**src/rtl/iob_ila_readout_pkg.sv**
```systemverilog
// Shared types, default ILA register addresses and width helpers
// for the ILA readout controller.
package iob_ila_readout_pkg;

  typedef enum logic [3:0] {
    S_IDLE,
    S_RD_NS,
    S_WAIT_NS,
    S_WR_IDX,
    S_WR_SEL,
    S_RD_DATA,
    S_WAIT_DATA,
    S_PUSH,
    S_DONE
  } rd_state_t;

  typedef enum logic [1:0] {
    M_IDLE,
    M_REQ,
    M_WAIT
  } mst_state_t;

  localparam logic [4:0] DEF_N_SAMPLES_ADDR = 5'h10;
  localparam logic [4:0] DEF_INDEX_ADDR     = 5'h04;
  localparam logic [4:0] DEF_SEL_ADDR       = 5'h08;
  localparam logic [4:0] DEF_DATA_ADDR      = 5'h0C;

  // Bus words per sampled signal, never below one.
  function automatic int words_f(input int sig_w, input int data_w);
    int w;
    w = (sig_w + data_w - 1) / data_w;
    return (w < 1) ? 1 : w;
  endfunction

  // Signal-select width, matching the ILA select register.
  function automatic int sel_w_f(input int words);
    return (words <= 1) ? 1 : $clog2(words);
  endfunction

endpackage

```
**src/rtl/iob_ila_readout_master.sv**
```systemverilog
// Single-outstanding IOb request engine: issues one request,
// holds it until accepted, then waits for read data if needed.
module iob_ila_readout_master
  import iob_ila_readout_pkg::*;
#(
  parameter int ADDR_W = 5,
  parameter int DATA_W = 32
) (
  input  logic              i_clk,
  input  logic              i_rst_n,
  input  logic              i_req,
  input  logic              i_we,
  input  logic [ADDR_W-1:0] i_addr,
  input  logic [DATA_W-1:0] i_wdata,
  output logic              o_done,
  output logic [DATA_W-1:0] o_rdata,
  output logic              o_iob_valid,
  output logic [ADDR_W-1:0] o_iob_addr,
  output logic [DATA_W-1:0] o_iob_wdata,
  output logic [DATA_W/8-1:0] o_iob_wstrb,
  input  logic              i_iob_ready,
  input  logic              i_iob_rvalid,
  input  logic [DATA_W-1:0] i_iob_rdata
);

  localparam int STRB_W = DATA_W / 8;

  mst_state_t          r_state;
  mst_state_t          w_next;
  logic                r_valid;
  logic                r_we;
  logic [ADDR_W-1:0]   r_addr;
  logic [DATA_W-1:0]   r_wdata;
  logic [STRB_W-1:0]   r_wstrb;

  assign o_iob_valid = r_valid;
  assign o_iob_addr  = r_addr;
  assign o_iob_wdata = r_wdata;
  assign o_iob_wstrb = r_wstrb;
  assign o_rdata     = i_iob_rdata;

  // Next state and completion: writes finish on accept,
  // reads on the first rvalid at or after accept.
  always_comb begin
    w_next = r_state;
    o_done = 1'b0;
    unique case (r_state)
      M_IDLE: begin
        if (i_req) w_next = M_REQ;
      end
      M_REQ: begin
        if (i_iob_ready) begin
          if (r_we || i_iob_rvalid) begin
            w_next = M_IDLE;
            o_done = 1'b1;
          end else begin
            w_next = M_WAIT;
          end
        end
      end
      M_WAIT: begin
        if (i_iob_rvalid) begin
          w_next = M_IDLE;
          o_done = 1'b1;
        end
      end
      default: w_next = M_IDLE;
    endcase
  end

  // Request registers: captured on issue, held until accepted.
  always_ff @(posedge i_clk) begin
    if (!i_rst_n) begin
      r_state <= M_IDLE;
      r_valid <= 1'b0;
      r_we    <= 1'b0;
      r_addr  <= '0;
      r_wdata <= '0;
      r_wstrb <= '0;
    end else begin
      r_state <= w_next;
      if (r_state == M_IDLE && i_req) begin
        r_valid <= 1'b1;
        r_we    <= i_we;
        r_addr  <= i_addr;
        r_wdata <= i_wdata;
        r_wstrb <= {STRB_W{i_we}};
      end else if (r_state == M_REQ && i_iob_ready) begin
        r_valid <= 1'b0;
      end
    end
  end

endmodule

```
**src/rtl/iob_ila_readout_ctrl.sv**
```systemverilog
// ILA readout controller: drains the sample buffer through the
// ILA register slave and streams every sample word out.
module iob_ila_readout_ctrl
  import iob_ila_readout_pkg::*;
#(
  parameter int ADDR_W   = 5,
  parameter int DATA_W   = 32,
  parameter int SIGNAL_W = 32,
  parameter int BUFFER_W = 10,
  parameter logic [ADDR_W-1:0] N_SAMPLES_ADDR = ADDR_W'(DEF_N_SAMPLES_ADDR),
  parameter logic [ADDR_W-1:0] INDEX_ADDR     = ADDR_W'(DEF_INDEX_ADDR),
  parameter logic [ADDR_W-1:0] SEL_ADDR       = ADDR_W'(DEF_SEL_ADDR),
  parameter logic [ADDR_W-1:0] DATA_ADDR      = ADDR_W'(DEF_DATA_ADDR)
) (
  input  logic                clk_i,
  input  logic                rst_n_i,
  input  logic                start_i,
  input  logic                abort_i,
  output logic                busy_o,
  output logic                done_o,
  output logic [BUFFER_W-1:0] count_o,
  output logic                iob_valid_o,
  output logic [ADDR_W-1:0]   iob_addr_o,
  output logic [DATA_W-1:0]   iob_wdata_o,
  output logic [DATA_W/8-1:0] iob_wstrb_o,
  input  logic                iob_ready_i,
  input  logic                iob_rvalid_i,
  input  logic [DATA_W-1:0]   iob_rdata_i,
  output logic [DATA_W-1:0]   tdata_o,
  output logic                tvalid_o,
  input  logic                tready_i,
  output logic                tlast_o
);

  localparam int WORDS = words_f(SIGNAL_W, DATA_W);
  localparam int SEL_W = sel_w_f(WORDS);
  localparam logic [SEL_W-1:0] LAST_SEL = SEL_W'(WORDS - 1);

  rd_state_t           r_state;
  rd_state_t           w_next;
  logic [BUFFER_W-1:0] r_count;
  logic [BUFFER_W-1:0] w_count;
  logic [BUFFER_W-1:0] r_idx;
  logic [BUFFER_W-1:0] w_idx;
  logic [SEL_W-1:0]    r_sel;
  logic [SEL_W-1:0]    w_sel;
  logic [DATA_W-1:0]   r_tdata;
  logic [DATA_W-1:0]   w_tdata;
  logic                r_abort;
  logic                w_abort_n;
  logic                r_issued;
  logic                w_issued;

  logic                w_abort;
  logic                w_last_idx;
  logic                w_last_sel;
  logic                w_req;
  logic                w_we;
  logic [ADDR_W-1:0]   w_addr;
  logic [DATA_W-1:0]   w_wdata;
  logic                w_mdone;
  logic [DATA_W-1:0]   w_mrdata;

  assign w_abort    = r_abort | abort_i;
  assign w_last_idx = (r_idx == r_count - BUFFER_W'(1));
  assign w_last_sel = (r_sel == LAST_SEL);

  assign busy_o   = (r_state != S_IDLE) && (r_state != S_DONE);
  assign done_o   = (r_state == S_DONE);
  assign count_o  = r_count;
  assign tdata_o  = r_tdata;
  assign tvalid_o = (r_state == S_PUSH);
  assign tlast_o  = tvalid_o && w_last_idx && w_last_sel;

  iob_ila_readout_master #(
    .ADDR_W (ADDR_W),
    .DATA_W (DATA_W)
  ) u_master (
    .i_clk        (clk_i),
    .i_rst_n      (rst_n_i),
    .i_req        (w_req),
    .i_we         (w_we),
    .i_addr       (w_addr),
    .i_wdata      (w_wdata),
    .o_done       (w_mdone),
    .o_rdata      (w_mrdata),
    .o_iob_valid  (iob_valid_o),
    .o_iob_addr   (iob_addr_o),
    .o_iob_wdata  (iob_wdata_o),
    .o_iob_wstrb  (iob_wstrb_o),
    .i_iob_ready  (iob_ready_i),
    .i_iob_rvalid (iob_rvalid_i),
    .i_iob_rdata  (iob_rdata_i)
  );

  // Sequencer: next state, bus op selection and counter updates.
  // An abort lets any issued transaction finish before DONE.
  always_comb begin
    w_next    = r_state;
    w_count   = r_count;
    w_idx     = r_idx;
    w_sel     = r_sel;
    w_tdata   = r_tdata;
    w_issued  = r_issued;
    w_abort_n = r_abort;
    w_req     = 1'b0;
    w_we      = 1'b0;
    w_addr    = '0;
    w_wdata   = '0;
    if (r_state == S_IDLE || r_state == S_DONE) begin
      w_abort_n = 1'b0;
    end else if (abort_i) begin
      w_abort_n = 1'b1;
    end
    unique case (r_state)
      S_IDLE: begin
        if (start_i) w_next = S_RD_NS;
      end
      S_RD_NS: begin
        if (w_abort) begin
          w_next = S_DONE;
        end else begin
          w_req  = 1'b1;
          w_addr = N_SAMPLES_ADDR;
          w_next = S_WAIT_NS;
        end
      end
      S_WAIT_NS: begin
        if (w_mdone) begin
          if (w_abort) begin
            w_next = S_DONE;
          end else begin
            w_count = w_mrdata[BUFFER_W-1:0];
            w_idx   = '0;
            w_sel   = '0;
            w_next  = (w_mrdata[BUFFER_W-1:0] == '0) ? S_DONE : S_WR_IDX;
          end
        end
      end
      S_WR_IDX: begin
        w_we    = 1'b1;
        w_addr  = INDEX_ADDR;
        w_wdata = DATA_W'(r_idx);
        if (!r_issued) begin
          if (w_abort) begin
            w_next = S_DONE;
          end else begin
            w_req    = 1'b1;
            w_issued = 1'b1;
          end
        end else if (w_mdone) begin
          w_issued = 1'b0;
          w_next   = w_abort ? S_DONE : S_WR_SEL;
        end
      end
      S_WR_SEL: begin
        w_we    = 1'b1;
        w_addr  = SEL_ADDR;
        w_wdata = DATA_W'(r_sel);
        if (!r_issued) begin
          if (w_abort) begin
            w_next = S_DONE;
          end else begin
            w_req    = 1'b1;
            w_issued = 1'b1;
          end
        end else if (w_mdone) begin
          w_issued = 1'b0;
          w_next   = w_abort ? S_DONE : S_RD_DATA;
        end
      end
      S_RD_DATA: begin
        if (w_abort) begin
          w_next = S_DONE;
        end else begin
          w_req  = 1'b1;
          w_addr = DATA_ADDR;
          w_next = S_WAIT_DATA;
        end
      end
      S_WAIT_DATA: begin
        if (w_mdone) begin
          if (w_abort) begin
            w_next = S_DONE;
          end else begin
            w_tdata = w_mrdata;
            w_next  = S_PUSH;
          end
        end
      end
      S_PUSH: begin
        if (tready_i) begin
          if (w_abort) begin
            w_next = S_DONE;
          end else if (!w_last_sel) begin
            w_sel  = r_sel + SEL_W'(1);
            w_next = S_WR_SEL;
          end else if (!w_last_idx) begin
            w_idx  = r_idx + BUFFER_W'(1);
            w_sel  = '0;
            w_next = S_WR_IDX;
          end else begin
            w_next = S_DONE;
          end
        end else if (w_abort) begin
          w_next = S_DONE;
        end
      end
      S_DONE: begin
        w_next = S_IDLE;
      end
      default: w_next = S_IDLE;
    endcase
  end

  // State and datapath registers.
  always_ff @(posedge clk_i) begin
    if (!rst_n_i) begin
      r_state  <= S_IDLE;
      r_count  <= '0;
      r_idx    <= '0;
      r_sel    <= '0;
      r_tdata  <= '0;
      r_abort  <= 1'b0;
      r_issued <= 1'b0;
    end else begin
      r_state  <= w_next;
      r_count  <= w_count;
      r_idx    <= w_idx;
      r_sel    <= w_sel;
      r_tdata  <= w_tdata;
      r_abort  <= w_abort_n;
      r_issued <= w_issued;
    end
  end

endmodule

```
**config.mk**
```make
export PLATFORM = sky130hd
export DESIGN_NAME = iob_ila_readout_ctrl
export DESIGN_NICKNAME = d
export VERILOG_FILES = /design/src/rtl/iob_ila_readout_pkg.sv /design/src/rtl/iob_ila_readout_master.sv /design/src/rtl/iob_ila_readout_ctrl.sv
export SDC_FILE = /design/constraint.sdc
export NUM_CORES = 1
export LEC_CHECK = 0
export ABC_AREA = 0
export CAP_MARGIN = 20
export CORE_ASPECT_RATIO = 1.25
export CORE_UTILIZATION = 52
export CTS_BUF_LIST = sky130_fd_sc_hd__clkbuf_2 sky130_fd_sc_hd__clkbuf_4 sky130_fd_sc_hd__clkbuf_8
export CTS_CLUSTER_DIAMETER = 100
export DETAILED_ROUTE_END_ITERATION = 10
export PLACE_DENSITY = 0.82
export SLEW_MARGIN = 20
export SYNTH_ARGS = -nofsm -noshare
export SYNTH_HDL_FRONTEND = slang
export SYNTH_HIERARCHICAL = 1
export SYNTH_SLANG_ARGS = --single-unit
```
**constraint.sdc**
```tcl
create_clock -name clk_i -period 3.7 [get_ports clk_i]
set_clock_uncertainty 0.05 [all_clocks]
set_input_delay 0.74 -clock clk_i [delete_from_list [all_inputs] [get_ports clk_i]]
set_output_delay 0.74 -clock clk_i [all_outputs]
set_load 0.005 [all_outputs]
```
==> results.sh, run 1 <==
export IMPL_fmax_mhz=306
export IMPL_max_slew_worst_pin_slew_ns=0.915
export IMPL_hpwl_mm=8.32
export IMPL_rrSetupSlack_ns=0.98
export IMPL_muxShareOfSynthArea_pct=0.607
export IMPL_vdd_drop_max_v=0.000244
export IMPL_power_switching_uw=536
export IMPL_yosys_warnings=6
export IMPL_synth_xor_area_share_pct=2.65
export IMPL_root_buffer="clkbuf_8"
export IMPL_clock_sinks=99
export IMPL_num_vias=4443
export IMPL_grt_pass1_wl_mm=19.2
export IMPL_antenna_cells=0
export IMPL_totalWireLength_mm=11.3
export IMPL_critPathMaxFanout=10
export IMPL_yosysTopAreaCell="dfxtp_1"
export IMPL_cp_end_kind="output port"
export IMPL_htreeDepth=3
export IMPL_p_seq_share_pct=55.0
export IMPL_power_frac_clock_pct=31.5
export IMPL_top_layer="met4"
export IMPL_fin_crit_sh_pct=88.4
export IMPL_die_area_sq_mm=0.0103
export IMPL_rsz0062_at_grt="false"
export IMPL_crit_required_ns=2.91
export IMPL_fin_util_pct=66.7
export IMPL_gp_congestion=0.889
export IMPL_slew_headroom_pct=38.5
export IMPL_row_count=40
export IMPL_avgSynthCellArea_sq_um=8.12
export IMPL_status="finished, final reports clean"
export IMPL_p_int_uw=1500
export IMPL_cts_tree="yes"
export IMPL_p_per_area_mw_per_mm2=317
export IMPL_clk_latency_ns=0.38
export IMPL_vias_per_cell=5.18
export IMPL_drtAntennaViolNets=0
export IMPL_switching_share_pct=26.4
export IMPL_io_pins=127
export IMPL_rr_endpoint="r_idx[1]$_SDFFE_PN0P_"
export IMPL_die_w_um=91.0
export IMPL_r2r_cells=10
export IMPL_met2_length_mm=5.62
export IMPL_cts_buffers=9
export IMPL_min_to="tdata_o[15]$_SDFFE_PN0P_"
export IMPL_clockBufferDepth=2
export IMPL_ctsHoldBuffers=0
export IMPL_die_h_um=113
export IMPL_synthFlopType="dfxtp_1"
export IMPL_clk_pin_slew_ns=0.10
export IMPL_drtIter0Drc=259
export IMPL_synth_cells=635
export IMPL_cp_start_kind="flip-flop"
export IMPL_drc=0
export IMPL_critPathKind="flip-flop to output port"
export IMPL_antenna_found_initial=0
export IMPL_synth_top_family_by_area="simple AND/OR/NAND/NOR gates"
export IMPL_finalCriticalPeriod_ns=3.27
export IMPL_grt_max_degree=58
export IMPL_synth_adder_area_share_pct=1.46
export IMPL_dr_pass1_iters=4
export IMPL_min_from="tdata_o[15]$_SDFFE_PN0P_"
export IMPL_initial_core_util_pct=53.6
export IMPL_whs_path_depth=2
export IMPL_slew_violations=0
export IMPL_critPathArrivalTime_ns=2.48
export IMPL_tns_ns=0
export IMPL_synth_enable_flop_cells=0
export IMPL_p_leak_uw=0.00222
export IMPL_synth_area_leaders="dfxtp_1, nand2_1, a21boi_0"
export IMPL_overflow=0
export IMPL_wl_met3_um=706
export IMPL_post_cts_repair_setup_buffers=0
export IMPL_syn_area_sq_mm=0.00515
export IMPL_drv_cap=0
export IMPL_r2r_start="count_o[0]$_SDFFE_PN0P_"
export IMPL_synthSimpleGateAreaFrac_pct=24.9
export IMPL_grt_usage_pct=22.9
export IMPL_finalNetCount=771
export IMPL_core_sq_mm=0.00961
export IMPL_area_delta_synth_final_pct=24.4
export IMPL_final_hold_viol_count=0
export IMPL_setup_violations_final=0
export IMPL_port_buffers=126
export IMPL_hold_class="flip-flop to flip-flop"
export IMPL_synth_compound_area_share_pct=21.5
export IMPL_synth_distinct_cells=65
export IMPL_synthArstFlopShare_pct=0
export IMPL_seq_area_frac_synth_pct=38.5
export IMPL_yosysTopAreaCellShare_pct=38.5
export IMPL_grt_pass1_vias=4186
export IMPL_drive_gt1_share_pct=7.25
export IMPL_m1WireLength_mm=4.74
export IMPL_synth_seq_cells=99
export IMPL_wire_per_inst_um=13.2
export IMPL_combPwrFrac_pct=13.5
[through the flow]
stage               total power (uW)  setup slack, ns  hold slack [ns]  cells  area, sq um
floorplan                       1340            0.786            0.402    658         5240
global placement                1410            0.366            0.400    841         6220
detailed placement              1420            0.329            0.407    841         6220
CTS                             2050           0.0192            0.421    857         6400
global route                    2140            0.337            0.446    857         6410
finish                          2030            0.427            0.417    857         6410
[cell families (layout without fill, tap and decap cells)]
| logic type | after synthesis | count (layout) |
|---|---|---|
| other | 1 | 24 |
| multiplexers | 3 | 3 |
| adder cells (fa/ha/maj) | 6 | 6 |
| flip-flops | 99 | 99 |
| AND/OR/NAND/NOR | 277 | 277 |
| AO/OA/AOI/OAI | 147 | 147 |
| buffers and inverters | 88 | 161 |
| XOR/XNOR | 14 | 14 |
[layout make-up]
class | instances | area (sq um)
multi-input combinational | 471 | 2730
clock buffer | 10 | 131
fill | 840 | 3200
sequential | 99 | 1980
timing repair buffer | 134 | 1320
tap | 126 | 158
inverter | 11 | 41.3
clock inverter | 6 | 48.8
[worst max-delay path, stage by stage, from the launching register on]
cell and delay [ns]:
dfxtp_1 0.33, inv_1 0.05, ha_2 0.24, o21bai_1 0.17, a211oi_1 0.23, and4bb_1 0.25
or4_1 0.41, nor4_2 0.26, dlymetal6s2s_1 0.17
[power by group through the flow]
stage / clock, uW / combinational, uW / sequential, uW
5_1_grt: 711 / 307 / 1120
3_5_place_dp: 0 / 275 / 1140
4_1_cts: 659 / 276 / 1120
2_1_floorplan: 0 / 203 / 1140
6_report: 640 / 275 / 1120
3_3_place_gp: 0 / 267 / 1140
[per-layer routing]
metal  track usage [%]  vias up
met3              5.44       20
met1              26.4     2031
met2              39.5      130
met5                 0        -
met4              11.4        0
li1                  -     2262
[what timing repair did]
| action | in CTS | in global routing |
|---|---|---|
| pin swaps | 0 | 0 |
| gates cloned | 0 | 0 |
| setup endpoints to repair | 1 | 1 |
| gates resized for setup | 2 | 2 |
[sequential cells by signal (all words and copies together), names as in the netlist]
signal / cells
count_o: 10
r_abort: 1
r_idx: 10
r_issued: 1
r_state: 4
tdata_o: 32
u_master/o_iob_addr: 5
u_master/o_iob_valid: 1
u_master/o_iob_wdata: 32
u_master/o_iob_wstrb: 1
u_master/r_state: 2
[placed cells by master (no fill, tap or decap), types with 9 or more instances in the layout]
master	n
a21boi_0	72
a21boi_2	10
a21oi_1	13
and2_1	12
clkbuf_8	9
clkdlybuf4s50_1	124
conb_1	24
dfxtp_1	98
inv_1	10
nand2_1	181
nand4_1	9
nor2_1	18
o21ai_0	9
[worst max path at each step]
stage,startpoint,to,cells past startpoint
after CTS,count_o[0]$_SDFFE_PN0P_,tlast_o,8
after global routing,count_o[0]$_SDFFE_PN0P_,tlast_o,8
after global placement,count_o[0]$_SDFFE_PN0P_,tlast_o,8
final,count_o[0]$_SDFFE_PN0P_,tlast_o,8
after floorplan,count_o[0]$_SDFFE_PN0P_,tlast_o,9
after detailed placement,count_o[0]$_SDFFE_PN0P_,tlast_o,8
[synthesized netlist by cell type, types with 2 or more instances]
| cell | number |
|---|---|
| o21a_1 | 4 |
| xnor2_1 | 5 |
| buf_2 | 3 |
| nand4_1 | 9 |
| o211ai_1 | 7 |
| a21oi_1 | 13 |
| nor2b_1 | 5 |
| a21boi_0 | 72 |
| buf_8 | 2 |
| and2_1 | 12 |
| or2_2 | 3 |
| a211oi_1 | 5 |
| and4_1 | 2 |
| o21ai_1 | 7 |
| o31ai_1 | 4 |
| and3_1 | 5 |
| buf_6 | 4 |
| xor2_1 | 8 |
| mux2i_1 | 2 |
| o21ai_0 | 9 |
| or4_1 | 4 |
| nand2_1 | 181 |
| nor4_1 | 5 |
| clkbuf_1 | 28 |
| nor2_1 | 18 |
| nor3_1 | 5 |
| inv_1 | 10 |
| dfxtp_1 | 99 |
| nand3b_1 | 2 |
| or3_1 | 4 |
| ha_1 | 6 |
| nand2b_1 | 6 |
| nand4bb_1 | 2 |
| buf_4 | 40 |
| a21boi_2 | 10 |
| nand3_1 | 5 |
Note: power is estimated with default switching activity, not from simulation.
==> run 2: changes to the inputs <==
Settings changed: TNS_END_PERCENT from default to 20.
Clock period 3.7 ns to 3.69 ns, I/O delays scaled along.
==> results.sh, run 2 (same netlist as run 1, synthesis figures left out) <==
export IMPL_clk_latency_ns=0.37
export IMPL_antenna_cells=0
export IMPL_area_delta_synth_final_pct=24.5
export IMPL_drtIter0Drc=293
export IMPL_critical_path_startpoint="count_o[1]$_SDFFE_PN0P_"
export IMPL_clk_pin_slew_ns=0.09
export IMPL_r2r_start="count_o[0]$_SDFFE_PN0P_"
export IMPL_drive_gt1_share_pct=7.11
export IMPL_max_slew_worst_pin_slew_ns=0.934
export IMPL_finalNetCount=772
export IMPL_drtAntennaViolNets=0
export IMPL_rrSetupSlack_ns=0.92
export IMPL_grt_most_used_layer="met2"
export IMPL_whs_path_depth=2
export IMPL_die_area_sq_mm=0.0103
export IMPL_hold_class="flip-flop to flip-flop"
export IMPL_num_vias=4468
export IMPL_totalWireLength_mm=11.4
export IMPL_drv_cap=0
export IMPL_htreeDepth=3
export IMPL_min_from="tdata_o[29]$_SDFFE_PN0P_"
export IMPL_grt_max_degree=45
export IMPL_grtUsageMet2_pct=40.1
export IMPL_vias_per_cell=5.21
export IMPL_cts_tree="yes"
export IMPL_critPathArrivalTime_ns=2.59
export IMPL_dr_pass1_iters=4
export IMPL_final_hold_viol_count=0
export IMPL_wire_per_inst_um=13.3
export IMPL_io_pins=127
export IMPL_slew_violations=0
export IMPL_multiInputGateArea_sq_mm=0.00273
export IMPL_root_buffer="clkbuf_8"
export IMPL_gp_congestion=0.883
export IMPL_ff_latch_area_sq_mm=0.00198
export IMPL_grt_pass1_wl_mm=19.3
export IMPL_grt_pass1_vias=4267
export IMPL_final_cells=857
export IMPL_fmax_mhz=296
export IMPL_mostFrequentLayoutCell="nand2_1"
export IMPL_tns_ns=0
export IMPL_drc=0
export IMPL_cp_start_kind="flip-flop"
export IMPL_layout_common_cells="nand2_1, clkdlybuf4s50_1, dfxtp_1, a21boi_0, conb_1"
export IMPL_rr_endpoint="r_idx[1]$_SDFFE_PN0P_"
export IMPL_min_to="tdata_o[29]$_SDFFE_PN0P_"
export IMPL_clock_sinks=99
export IMPL_r2r_cells=10
export IMPL_overflow=0
export IMPL_p_per_area_mw_per_mm2=321
export IMPL_die_w_um=91.0
export IMPL_dpl_cell_count=842
export IMPL_row_count=40
export IMPL_status="finished, final reports clean"
export IMPL_critPathKind="flip-flop to output port"
export IMPL_grt_usage_pct=22.6
export IMPL_vdd_drop_max_v=0.000225
export IMPL_gr_usage_met3_pct=6.32
export IMPL_fin_crit_sh_pct=91.7
export IMPL_initial_core_util_pct=53.6
export IMPL_cp_end_kind="output port"
export IMPL_critPathMaxFanout=10
export IMPL_hold_ws_ns=0.414
export IMPL_clockBufferDepth=2
export IMPL_p_total_uw=2060
export IMPL_finalCriticalPeriod_ns=3.38
export IMPL_p_leak_uw=0.00221
export IMPL_die_h_um=113
export IMPL_cts_buffers=9
export IMPL_hpwl_mm=8.34
export IMPL_grt_met1_usage_pct=26.3
export IMPL_core_sq_mm=0.00961
export IMPL_fillers=844
export IMPL_port_buffers=126
export IMPL_ctsHoldBuffers=0
export IMPL_setup_violations_final=0
export IMPL_rsz0062_at_grt="false"
export IMPL_slew_headroom_pct=37.2
export IMPL_antenna_found_initial=0
export IMPL_crit_required_ns=2.90
export IMPL_fin_util_pct=66.8
-- run 2: changes by cell type in the layout (fill, tap and decap cells not counted), sizes merged --
cell / change
clkinv: -1
inv: +3
dlymetal6s2s: -1
clkinvlp: -2
buf: +1
dlygate4sd2: +1
clkbuf: -1
-- run 2: routing by layer --
| metal | part of all wire, % | vias up |
|---|---|---|
| li1 | - | 2261 |
| met1 | 42 | 2058 |
| met2 | 49 | 132 |
| met3 | 7.0 | 17 |
| met4 | 1.7 | 0 |
| met5 | 0 | - |
-- run 2: layout make-up --
| cell class | count | area share [%] |
|---|---|---|
| clock inverter | 6 | 0.897 |
| timing repair buffer | 135 | 20.6 |
| sequential | 99 | 30.9 |
| tap | 126 | 2.46 |
| inverter | 11 | 0.644 |
| clock buffer | 9 | 1.93 |
| multi-input combinational | 471 | 42.6 |
-- run 2: per-stage QoR --
stage	instance area [sq um]	setup slack (ns)
finish	6410	0.308
global route	6410	0.192
CTS	6410	0.283
detailed placement	6230	0.311
global placement	6230	0.361
floorplan	5240	0.778
-- run 2: worst max-delay path by stage --
| stage | cells after the start | end |
|---|---|---|
| 6_report | 8 | tlast_o |
| 3_3_place_gp | 8 | tlast_o |
| 3_5_place_dp | 8 | tlast_o |
| 2_1_floorplan | 9 | tlast_o |
| 4_1_cts | 8 | tlast_o |
| 5_1_grt | 8 | tlast_o |
-- run 2: timing repair --
| action | 4_1_cts | 5_1_grt |
|---|---|---|
| buffers inserted | 0 | 0 |
| setup endpoints to repair | 1 | 0 |
| resized for setup | 3 | 0 |
-- run 2: worst max-delay path, stage by stage, from the launching register on --
cell and delay [ns]:
dfxtp_1 0.35, inv_1 0.05, ha_2 0.23, o21bai_1 0.17, a211oi_1 0.22, and4bb_1 0.26, or4_1 0.42, nor4_2 0.26
dlygate4sd2_1 0.26
-- run 2: report_power, final --
part,internal [uW],switching (uW),total [uW]
Sequential,1100,23.5,1120
Combinational,145,133,278
Clock,260,400,660
Total,1500,556,2060
==> run 3: changes to the inputs <==
Settings changed: CORE_MARGIN from default to 2.
==> results.sh, run 3 (same netlist as run 1, synthesis figures left out) <==
export IMPL_clockBufferDepth=2
export IMPL_grt_usage_pct=22.1
export IMPL_die_area_sq_mm=0.0107
export IMPL_vdd_drop_max_v=0.000238
export IMPL_min_from="tdata_o[29]$_SDFFE_PN0P_"
export IMPL_setup_violations_final=0
export IMPL_root_buffer="clkbuf_8"
export IMPL_clock_sinks=99
export IMPL_rsz0062_at_grt="false"
export IMPL_clk_latency_ns=0.37
export IMPL_dpl_cell_count=842
export IMPL_fin_crit_sh_pct=88.3
export IMPL_fin_util_pct=66.8
export IMPL_grt_pass1_wl_mm=19.3
export IMPL_vias_per_cell=5.14
export IMPL_initial_core_util_pct=53.6
export IMPL_slew_headroom_pct=40.2
export IMPL_crit_required_ns=2.90
export IMPL_die_w_um=93.0
export IMPL_rrSetupSlack_ns=0.96
export IMPL_hpwl_mm=8.24
export IMPL_cts_tree="yes"
export IMPL_cp_end_kind="output port"
export IMPL_slew_violations=0
export IMPL_dp_slack_ns=0.323
export IMPL_core_sq_mm=0.00961
export IMPL_drtAntennaViolNets=0
export IMPL_critical_path_startpoint="count_o[0]$_SDFFE_PN0P_"
export IMPL_grt_max_degree=40
export IMPL_p_leak_uw=0.00223
export IMPL_tns_ns=0
export IMPL_p_total_uw=2040
export IMPL_htreeDepth=3
export IMPL_antenna_cells=0
export IMPL_area_delta_synth_final_pct=24.5
export IMPL_r2r_start="count_o[0]$_SDFFE_PN0P_"
export IMPL_critPathMaxFanout=10
export IMPL_row_count=40
export IMPL_port_buffers=126
export IMPL_antenna_found_initial=0
export IMPL_hold_class="flip-flop to flip-flop"
export IMPL_fillers=852
export IMPL_final_hold_viol_count=0
export IMPL_critPathArrivalTime_ns=2.47
export IMPL_drive_gt1_share_pct=7.38
export IMPL_timing_final_ws_setup_ns=0.432
export IMPL_p_per_area_mw_per_mm2=318
export IMPL_die_h_um=115
export IMPL_io_pins=127
export IMPL_wire_per_inst_um=13.2
export IMPL_mostFrequentLayoutCell="nand2_1"
export IMPL_totalWireLength_mm=11.3
export IMPL_ctsHoldBuffers=0
export IMPL_critPathKind="flip-flop to output port"
export IMPL_overflow=0
export IMPL_max_slew_worst_pin_slew_ns=0.890
export IMPL_fmax_mhz=307
export IMPL_gp_congestion=0.878
export IMPL_status="finished, final reports clean"
export IMPL_finalCriticalPeriod_ns=3.26
export IMPL_drc=0
export IMPL_drv_cap=0
export IMPL_num_vias=4414
export IMPL_clk_pin_slew_ns=0.10
export IMPL_finalNetCount=772
export IMPL_drtIter0Drc=297
export IMPL_layout_common_cells="nand2_1, clkdlybuf4s50_1, dfxtp_1, a21boi_0, conb_1"
export IMPL_dr_pass1_iters=4
export IMPL_grt_pass1_vias=4228
export IMPL_final_cells=858
export IMPL_cp_start_kind="flip-flop"
export IMPL_cts_buffers=9
## run 3: changes by cell type in the layout (fill, tap and decap cells not counted), sizes merged
cell / delta
clkinv: +4
dlygate4sd2: -1
dlymetal6s2s: +1
inv: -3
## run 3: worst max-delay path: stages, from the launching register on
cell,delay (ns)
dfxtp_1,0.34
inv_1,0.05
ha_2,0.24
o21bai_1,0.18
a211oi_1,0.20
and4bb_1,0.25
or4_1,0.41
nor4_2,0.26
dlymetal6s2s_1,0.16
## run 3: layout make-up
| cell class | instances | area [sq um] | area share [%] |
|---|---|---|---|
| sequential | 99 | 1980 | 30.9 |
| clock inverter | 7 | 52.6 | 0.819 |
| timing repair buffer | 135 | 1330 | 20.7 |
| inverter | 11 | 41.3 | 0.644 |
| tap | 126 | 158 | 2.46 |
| multi-input combinational | 471 | 2730 | 42.6 |
| clock buffer | 9 | 124 | 1.93 |
## run 3: final timing paths
path                              endpoint  cells after the start
setup / recovery                   tlast_o                      8
hold / removal    tdata_o[29]$_SDFFE_PN0P_                      2
setup reg to reg     r_idx[1]$_SDFFE_PN0P_                     10
hold reg to reg   tdata_o[29]$_SDFFE_PN0P_                      2
## run 3: per-layer routing
layer  up-vias  wire length, um  global-route usage, %
li1       2267                -                      -
met1      2016             4920                   26.3
met2       117             5420                   38.0
met3        14              785                   6.95
met4         0              181                   7.25
met5         -                0                      0
## run 3: timing repair
action,CTS,global route
endpoints found under the setup margin,1,1
gates resized for setup,3,1
setup buffers,0,0
## run 3: metrics by stage
| stage | hold slack [ns] | area [sq um] |
|---|---|---|
| global placement | 0.399 | 6230 |
| CTS | 0.420 | 6410 |
| detailed placement | 0.406 | 6230 |
| global route | 0.430 | 6410 |
| finish | 0.415 | 6410 |
| floorplan | 0.402 | 5240 |
## run 3: where the power goes
part	switching (uW)	internal, uW
Combinational	132	145
Clock	392	251
Sequential	23.9	1100
Total	548	1490
